--- src/rtl/laser500_pkg.sv ---
// Shared definitions for the laser500 SPI memory transfer helpers:
// command codes, upload FSM states and the underrun fill byte.
package laser500_pkg;

    localparam logic [7:0] CMD_LEN_DEF    = 8'h56;
    localparam logic [7:0] CMD_UPLOAD_DEF = 8'h57;
    localparam logic [7:0] UNDERRUN_FILL  = 8'hFF;

    typedef enum logic [2:0] {
        IDLE,
        CMD,
        LEN,
        UPL,
        DRAIN
    } upl_state_t;

endpackage

--- src/rtl/spi_in_sync.sv ---
// Two-flop synchronisers for the SPI slave inputs plus single-clock
// sck edge pulses derived from the synchronised clock.
module spi_in_sync (
    input  logic clk,
    input  logic reset_n,
    input  logic sck,
    input  logic ss,
    input  logic sdi,
    output logic ss_s,
    output logic sdi_s,
    output logic sck_rise,
    output logic sck_fall
);

    logic [1:0] sck_ff;
    logic [1:0] ss_ff;
    logic [1:0] sdi_ff;
    logic       sck_prev;

    // ss resets low so a select already asserted at reset release never
    // looks like a fresh falling edge; only a high-to-low transition counts.
    always_ff @(posedge clk or negedge reset_n) begin
        if (!reset_n) begin
            sck_ff   <= '0;
            ss_ff    <= '0;
            sdi_ff   <= '0;
            sck_prev <= 1'b0;
        end else begin
            sck_ff   <= {sck_ff[0], sck};
            ss_ff    <= {ss_ff[0], ss};
            sdi_ff   <= {sdi_ff[0], sdi};
            sck_prev <= sck_ff[1];
        end
    end

    assign ss_s     = ss_ff[1];
    assign sdi_s    = sdi_ff[1];
    assign sck_rise = sck_ff[1] & ~sck_prev;
    assign sck_fall = ~sck_ff[1] & sck_prev;

endmodule

--- src/rtl/data_upload.sv ---
// SPI slave transmitter streaming memory contents (or the upload length)
// to the io controller, with a one-byte read prefetch buffer.
module data_upload
    import laser500_pkg::*;
#(
    parameter int              ADDR_W     = 25,
    parameter logic [ADDR_W-1:0] START_ADDR = '0,
    parameter logic [7:0]      CMD_LEN    = CMD_LEN_DEF,
    parameter logic [7:0]      CMD_UPLOAD = CMD_UPLOAD_DEF
) (
    input  logic              clk,
    input  logic              reset_n,
    input  logic              sck,
    input  logic              ss,
    input  logic              sdi,
    output logic              sdo,
    output logic              sdo_oe,
    input  logic [ADDR_W-1:0] upload_len,
    output logic              uploading,
    output logic              rd_req,
    output logic [ADDR_W-1:0] rd_addr,
    input  logic [7:0]        rd_data,
    input  logic              rd_ack,
    output logic [ADDR_W-1:0] bytes_sent
);

    logic ss_s, sdi_s, sck_rise, sck_fall;

    spi_in_sync u_sync (
        .clk      (clk),
        .reset_n  (reset_n),
        .sck      (sck),
        .ss       (ss),
        .sdi      (sdi),
        .ss_s     (ss_s),
        .sdi_s    (sdi_s),
        .sck_rise (sck_rise),
        .sck_fall (sck_fall)
    );

    upl_state_t        state_q, state_d;
    logic              ss_prev, ss_fall, ss_rise;
    logic [2:0]        bit_cnt;
    logic [1:0]        len_cnt;
    logic [6:0]        rx;
    logic [7:0]        rx_byte, tx, nxt, load_byte;
    logic              nxt_valid, pending, req_busy, ack_ok;
    logic              byte_done, mem_load, issue_first, issue_next, issue;
    logic [ADDR_W-1:0] ld_idx, read_idx;

    assign ss_fall   = ss_prev & ~ss_s;
    assign ss_rise   = ~ss_prev & ss_s;
    assign rx_byte   = {rx, sdi_s};
    assign byte_done = sck_rise && (bit_cnt == 3'd7) && (state_q != IDLE) && !ss_rise;

    always_comb begin
        state_d = state_q;
        case (state_q)
            IDLE: if (ss_fall) state_d = CMD;
            CMD: begin
                if (byte_done) begin
                    if (rx_byte == CMD_LEN)         state_d = LEN;
                    else if (rx_byte == CMD_UPLOAD) state_d = UPL;
                    else                            state_d = DRAIN;
                end
            end
            default: ;
        endcase
        if (ss_rise) state_d = IDLE;
    end

    // Byte to place in the TX shifter when the current byte completes.
    always_comb begin
        load_byte = 8'h00;
        mem_load  = 1'b0;
        if (byte_done) begin
            case (state_d)
                LEN: begin
                    if (state_q == CMD)        load_byte = upload_len[23:16];
                    else if (len_cnt == 2'd1)  load_byte = upload_len[15:8];
                    else if (len_cnt == 2'd2)  load_byte = upload_len[7:0];
                end
                UPL: begin
                    if (ld_idx < upload_len) begin
                        mem_load  = 1'b1;
                        load_byte = nxt_valid ? nxt : UNDERRUN_FILL;
                    end
                end
                default: ;
            endcase
        end
    end

    assign req_busy    = pending && !rd_ack;
    assign issue_first = (state_q == IDLE) && ss_fall && (upload_len != '0) && !req_busy;
    assign issue_next  = mem_load && ((ld_idx + ADDR_W'(1)) < upload_len) && !req_busy;
    assign issue       = issue_first || issue_next;
    assign read_idx    = issue_first ? '0 : ld_idx + ADDR_W'(1);
    assign ack_ok      = pending && rd_ack && ((state_q == CMD) || (state_q == UPL));

    always_ff @(posedge clk or negedge reset_n) begin
        if (!reset_n) begin
            state_q    <= IDLE;
            ss_prev    <= 1'b0;
            bit_cnt    <= '0;
            len_cnt    <= '0;
            ld_idx     <= '0;
            bytes_sent <= '0;
            pending    <= 1'b0;
            nxt_valid  <= 1'b0;
            rd_req     <= 1'b0;
            rd_addr    <= '0;
            sdo        <= 1'b0;
        end else begin
            state_q <= state_d;
            ss_prev <= ss_s;
            rd_req  <= issue;

            if (state_d == IDLE)  bit_cnt <= '0;
            else if (sck_rise)    bit_cnt <= bit_cnt + 3'd1;

            if (byte_done) begin
                if (state_q == CMD)                          len_cnt <= 2'd1;
                else if ((state_q == LEN) && (len_cnt != 2'd3)) len_cnt <= len_cnt + 2'd1;
            end

            if (ss_fall)       ld_idx <= '0;
            else if (mem_load) ld_idx <= ld_idx + ADDR_W'(1);

            // ld_idx never exceeds upload_len, so this also saturates the count.
            if (byte_done && (state_q == CMD) && (state_d == UPL))
                bytes_sent <= '0;
            else if (byte_done && (state_q == UPL) && (bytes_sent < ld_idx))
                bytes_sent <= bytes_sent + ADDR_W'(1);

            if (issue) begin
                pending <= 1'b1;
                rd_addr <= START_ADDR + read_idx;
            end else if (rd_ack) begin
                pending <= 1'b0;
            end

            if (ss_fall)       nxt_valid <= 1'b0;
            else if (ack_ok)   nxt_valid <= 1'b1;
            else if (mem_load) nxt_valid <= 1'b0;

            if (state_d == IDLE) sdo <= 1'b0;
            else if (sck_fall)   sdo <= tx[7];
        end
    end

    always_ff @(posedge clk) begin
        if (sck_rise) rx <= {rx[5:0], sdi_s};
        if (ss_fall)        tx <= 8'h00;
        else if (byte_done) tx <= load_byte;
        else if (sck_fall)  tx <= {tx[6:0], 1'b0};
        if (ack_ok) nxt <= rd_data;
    end

    assign sdo_oe    = !ss_s && (state_q != IDLE);
    assign uploading = (state_q == UPL);

endmodule

--- config.mk ---
export PLATFORM = sky130hd
export DESIGN_NAME = data_upload
export DESIGN_NICKNAME = d
export VERILOG_FILES = /design/src/rtl/laser500_pkg.sv /design/src/rtl/spi_in_sync.sv /design/src/rtl/data_upload.sv
export SDC_FILE = /design/constraint.sdc
export NUM_CORES = 1
export LEC_CHECK = 0
export CAP_MARGIN = 20
export CORE_MARGIN = 1.5
export CORE_UTILIZATION = 57
export CTS_CLUSTER_DIAMETER = 120
export CTS_CLUSTER_SIZE = 10
export DETAILED_ROUTE_END_ITERATION = 7
export PLACE_DENSITY_LB_ADDON = 0.2
export SYNTH_ARGS = -nofsm -noshare
export SYNTH_HDL_FRONTEND = slang
export SYNTH_HIERARCHICAL = 1
export SYNTH_SLANG_ARGS = --single-unit
--- constraint.sdc ---
create_clock -name clk -period 5.65 [get_ports clk]
set_input_delay 0.565 -clock clk [delete_from_list [all_inputs] [get_ports clk]]
set_output_delay 0.565 -clock clk [all_outputs]
set_load 0.02 [all_outputs]
======== Yosys cells after proc, flatten, opt, wreduce, memory -nomap -nowiden ========
Cells that the tools add are included.
storage, ports and cells
  register bits ........................... 118
  bits in latches ......................... 0
  RAM bits ................................ 0
  memory bits (read-only) ................. 0
  bits of input ports ..................... 39
  logic and storage cells ................. 113
  memories kept ........................... 0
cells by class
  $add $sub $neg .......................... 4
  multipliers ............................. 0
  divide/modulo/power cells ............... 0
  magnitude comparators ................... 3
  equal/unequal tests ..................... 11
  shift operators ......................... 0
  muxes and demuxes ....................... 33
  bitwise logic cells ..................... 8
  reduce and logical (&&, ||, !) cells .... 36
operator list
  kind                     number
  $mux W25                 5
  $lt A25 B25 Y1           3
  $mux W8                  7
  $add A25 B1 Y25 const B  2
  $reduce_bool A25 Y1      1
  $mux W3                  7
  $logic_and A1 B1 Y1      17
  $eq A8 B7 Y1 const B     2
  $pmux W8 S2              1
  $reduce_bool A2 Y1       7
  $eq A3 B2 Y1 const B     4
  $mux W1                  10
  $logic_not A3 Y1         2
  $pmux W3 S2              1
  $reduce_bool A3 Y1       2
  $and A1 B1 Y1            4
  $logic_not A1 Y1         4
  $mux W2                  2
  $not A1 Y1               4
  $add A3 B1 Y3 const B    1
  $eq A3 B1 Y1 const B     1
  $eq A3 B3 Y1 const B     1
  $add A2 B1 Y2 const B    1
  $eq A2 B1 Y1 const B     1
  4 further kinds          5

======== Logic depth before layout (Yosys ltp) ========
  depth after elaboration ................. 15
  gate-level depth with buffers ........... 16

======== By module ========
Netlist, hierarchy kept.
modules (own cells, without submodules)
  module       times used  cells an instance  area each (um^2)  seq. area each (um^2)
  data_upload  1           816                7553.5            2812.7
  spi_in_sync  1           9                  190.2             175.2

======== Worst setup path after synthesis ========
No wires, ideal clock.
  path kind ............................... reg-to-reg
  start point ............................. register ld_idx[0]
  end point ............................... register rd_addr[10]
  setup time .............................. 127 ps
  arrival time ............................ 3912 ps
  path slack .............................. 1610 ps
  cell stages (with the launch flop) ...... 17
  path buffers ............................ 1
  period minus slack after synthesis ...... 4040 ps
  cell sequence ........................... dfrtp_1 -> ha_1 -> nand3_1 -> or4_4 -> nor3_4 -> nand4_4 -> nor4_1 -> xnor2_1 -> ha_1 -> a21oi_1 -> nor2b_1 -> o21ai_0 -> nand4b_1 -> nor4_1 -> o211ai_2 -> buf_6 -> mux2_1
between the ends
  longest elaborated chain between the ends .. 7
  elaborated cells between the ends (all ways) .. 10
  classes of those cells .................. add/sub: 1; order compare: 2; mux: 4; reduce/logical: 3
ends and longest elaborated chain
  element                                                                  line                source
  from (decl)                                                              data_upload.sv:49   logic [ADDR_W-1:0] ld_idx, read_idx;
  from (signal assigned)                                                   data_upload.sv:128  else if (mem_load) ld_idx <= ld_idx + ADDR_W'(1);
  parallel branches: the longest is 7 deep, another holds $add A25 B1 Y25  -
  to (signal assigned)                                                     data_upload.sv:138  rd_addr <= START_ADDR + read_idx;
  to (decl)                                                                data_upload.sv:21   output logic [ADDR_W-1:0] rd_addr,
Several ways; the timed one is not identified.
A chain may end at the register's enable or synchronous reset.

======== Worst setup path after layout ========
  start point ............................. register ld_idx[0]
  end point ............................... register rd_addr[17]
The elaborated chain is that of the path after synthesis.

==> flow_metrics.tcl <==
set metrics [dict create \
    status "finished, final reports clean" \
    muxShareOfSynthArea_pct 4.767 \
    finalNetCount 1036 \
    setup.worst_path.end_class "flop" \
    synth_xor_area_share_pct 4.411 \
    synth_cells 825 \
    worst_setup_path_start_kind "flop" \
    io_pins 93 \
    fillCellCount 997 \
    place_hpwl_um 16230 \
    cts_hold_buf 0 \
    synth_top_family_by_area "simple AND/OR/NAND/NOR gates" \
    cts_setup_buffers 0 \
    ir_drop_v 0.0001955 \
    yosys_warnings 6 \
    io_buffers 92 \
    num_antenna_cells 0 \
    cp.required_ns 5.95 \
    yosys.area.top_type_share_pct 30.70 \
    dr_total_vias 6888 \
    syn_nets 943 \
    coreArea_mm2 0.01324 \
    min_period_ns 4.882 \
    htreeDepth 4 \
    maxSlewHeadroom_pct 35.09 \
    tns_ns 0 \
    ys_seq_elements 118 \
    dr.pass1.iters 6 \
    worst_pin_slew_ns 0.9737 \
    async_flop_share_pct 80.51 \
    cts_root_buf "clkbuf_16" \
    path_clk_slew_ns 0.06 \
    synth_flop_cell "dfrtp_1" \
    fin_ws_ns 0.7683 \
    cts_buffers 17 \
    rows 42 \
    rsz0062_at_grt "no" \
    report.final.slew_viol_count 0 \
    dp_slack_ns 0.9926 \
    grt_max_degree 74 \
    p_leak_nw 4.204 \
    skew_ns 0.01253 \
    start_util_pct 58.48 \
    hold_path.class "input port to asynchronous set/reset pin" \
    area_delta_synth_final_pct 22.22 \
    synth_edf_count 15 \
    groute.usage.overall_pct 32.02 \
    worstSkewPairLatency_ns 0.43 \
    drt_iter0_drc 720 \
    wl_um 21990 \
    synth-simple-area-share_pct 19.83 \
    cp.arrival_ns 5.18 \
    crit_fanout 18 \
    via_per_inst 6.222 \
    synth_most_common_cell "dfrtp_1" \
    ff2ff_path_depth 16 \
    grt_pass1_vias 6906 \
    timing.fmax_ghz 0.2048 \
    max-cap-violations 0 \
    yosys-top-cells-count "dfrtp_1, ha_1, inv_1" \
    drt-wirelength-per-cell_um 19.86 \
    clockBufferDepth 2 \
    hold_violations 0 \
    antenna_found_initial 0 \
    rr_endpoint "rd_addr[17]$_DFFE_PN0P_" \
    die_w_um 119.6 \
    synth_compound_area_share_pct 14.61 \
    place_congestion 0.9624 \
    design.die.area_mm2 0.01429 \
    yosys.area.top_type "dfrtp_1" \
    die_y_um 119.6 \
    setup_viol_count_final 0 \
    hold_ws_ns 0.04185 \
    synth.cell_area_mm2 0.007744 \
    r2r-start "ld_idx[0]$_DFFE_PN0P_" \
    synth_area_leaders "dfrtp_1, ha_1, edfxtp_1, xnor2_1, a21oi_1" \
    yosysSeqAreaShare_pct 38.58 \
    grt_pass1_wl_um 35650 \
    synth_cell_types 61 \
    clkSinkCount 118 \
    cts_tree "done" \
    drive_above_1_share_pct 8.485 \
    antenna_left 0 \
    power_density_mw_per_mm2 235.0 \
    grt_overflow 0 \
    r2r_slack_ns 0.77 \
    cts_resized 0 \
    worstSetupPathType "flop to flop" \
    drc 0 \
    synth_fa_ha_area_share_pct 12.76 \
    postSynthAreaPerCell_um2 9.386 \
    finalCritPeriodShare_pct 86.40 \
]
cell families after synthesis:
| family | after synthesis |
|---|---|
| XOR/XNOR | 39 |
| adder cells (fa/ha/maj) | 79 |
| flip-flops | 118 |
| buffers and inverters | 94 |
| multiplexers | 34 |
| AO/OA/AOI/OAI | 171 |
| AND/OR/NAND/NOR | 290 |
flip-flops by register name (all words and copies together), names as in the netlist:
signal / flops
rd_addr: 25
u_sync/sck_prev: 1
tx: 8
rx: 7
bit_cnt: 3
u_sync/sdi_ff: 2
sdo: 1
pending: 1
u_sync/ss_ff: 2
u_sync/sck_ff: 2
bytes_sent: 25
nxt_valid: 1
rd_req: 1
nxt: 8
ss_prev: 1
len_cnt: 2
state_q: 3
ld_idx: 25
worst max-delay path by stage:
| stage | startpoint | endpoint | slack [ns] |
|---|---|---|---|
| after floorplan | ld_idx[0]$_DFFE_PN0P_ | rd_addr[10]$_DFFE_PN0P_ | 1.61 |
| after global placement | ld_idx[0]$_DFFE_PN0P_ | rd_addr[10]$_DFFE_PN0P_ | 1.19 |
| after detailed placement | ld_idx[0]$_DFFE_PN0P_ | rd_addr[17]$_DFFE_PN0P_ | 0.99 |
| after CTS | ld_idx[0]$_DFFE_PN0P_ | rd_addr[17]$_DFFE_PN0P_ | 0.89 |
| after global routing | ld_idx[0]$_DFFE_PN0P_ | rd_addr[10]$_DFFE_PN0P_ | 0.53 |
| final | ld_idx[0]$_DFFE_PN0P_ | rd_addr[17]$_DFFE_PN0P_ | 0.77 |
worst max-delay path, cell delays in order, from the launching register on:
cell and delay [ns]:
dfrtp_1 0.48, ha_1 0.27, nand3_1 0.12, or4_4 0.59
nor3_4 0.29, nand4_4 0.17, nor4_1 0.50, xnor2_1 0.22
ha_1 0.29, a21oi_1 0.19, nor2b_1 0.07, o21ai_0 0.17
nand4b_1 0.12, nor4_1 0.26, o211ai_2 0.33, buf_4 0.33
mux2_1 0.34
metrics by stage:
| step | total power [mW] | util, % | cell area (um^2) | cells |
|---|---|---|---|---|
| finish | 2.224 | 71.47 | 9464 | 1107 |
| global route | 2.293 | 71.47 | 9464 | 1107 |
| CTS | 2.232 | 71.47 | 9464 | 1107 |
| detailed placement | 1.051 | 66.59 | 8818 | 1075 |
| global placement | 1.045 | 66.59 | 8818 | 1075 |
| floorplan | 0.9723 | - | 7744 | 825 |
cell type report:
class                      count  area [um^2]  share of cell area, %
timing repair buffer         101        985.9                  10.42
sequential                   118         2988                  31.57
inverter                      67        251.5                  2.657
multi-input combinational    613         4373                  46.21
tap                          176        220.2                  2.327
clock inverter                13        202.7                  2.142
clock buffer                  19        442.9                  4.680
power breakdown:
group,switching (mW),leakage (nW),internal [mW]
registers,0.0107,1.51,0.877
clock network,0.394,0.305,0.791
logic,0.0918,2.39,0.0602
total,0.497,4.20,1.73
cell usage in the layout, fill, tap and decap left out, types with 9 or more instances in the layout:
master / instances
a21o_1: 12
a21oi_1: 58
clkdlybuf4s50_1: 91
or3_1: 13
nor3_1: 9
inv_1: 67
nand3_1: 35
ha_1: 79
buf_4: 10
xnor2_1: 38
nand2b_1: 19
nor4_1: 15
nand2_1: 52
nor2_1: 65
mux2i_1: 11
edfxtp_1: 15
a211oi_1: 20
and2_1: 26
nand4_1: 20
mux2_2: 21
clkbuf_16: 17
dfrtp_1: 95
o21ai_0: 34
routing by layer:
| metal | global-route usage [%] | vias to the layer above | part of all wire, % | wire, um |
|---|---|---|---|---|
| met4 | 13.39 | 0 | 3.2 | 694 |
| met2 | 50.25 | 325 | 47 | 10270 |
| met5 | 0 | - | 0 | 0 |
| met3 | 5.846 | 59 | 8.0 | 1757 |
| met1 | 43.85 | 3336 | 42 | 9260 |
| li1 | - | 3168 | - | - |
(Power assumes the default switching activity.)
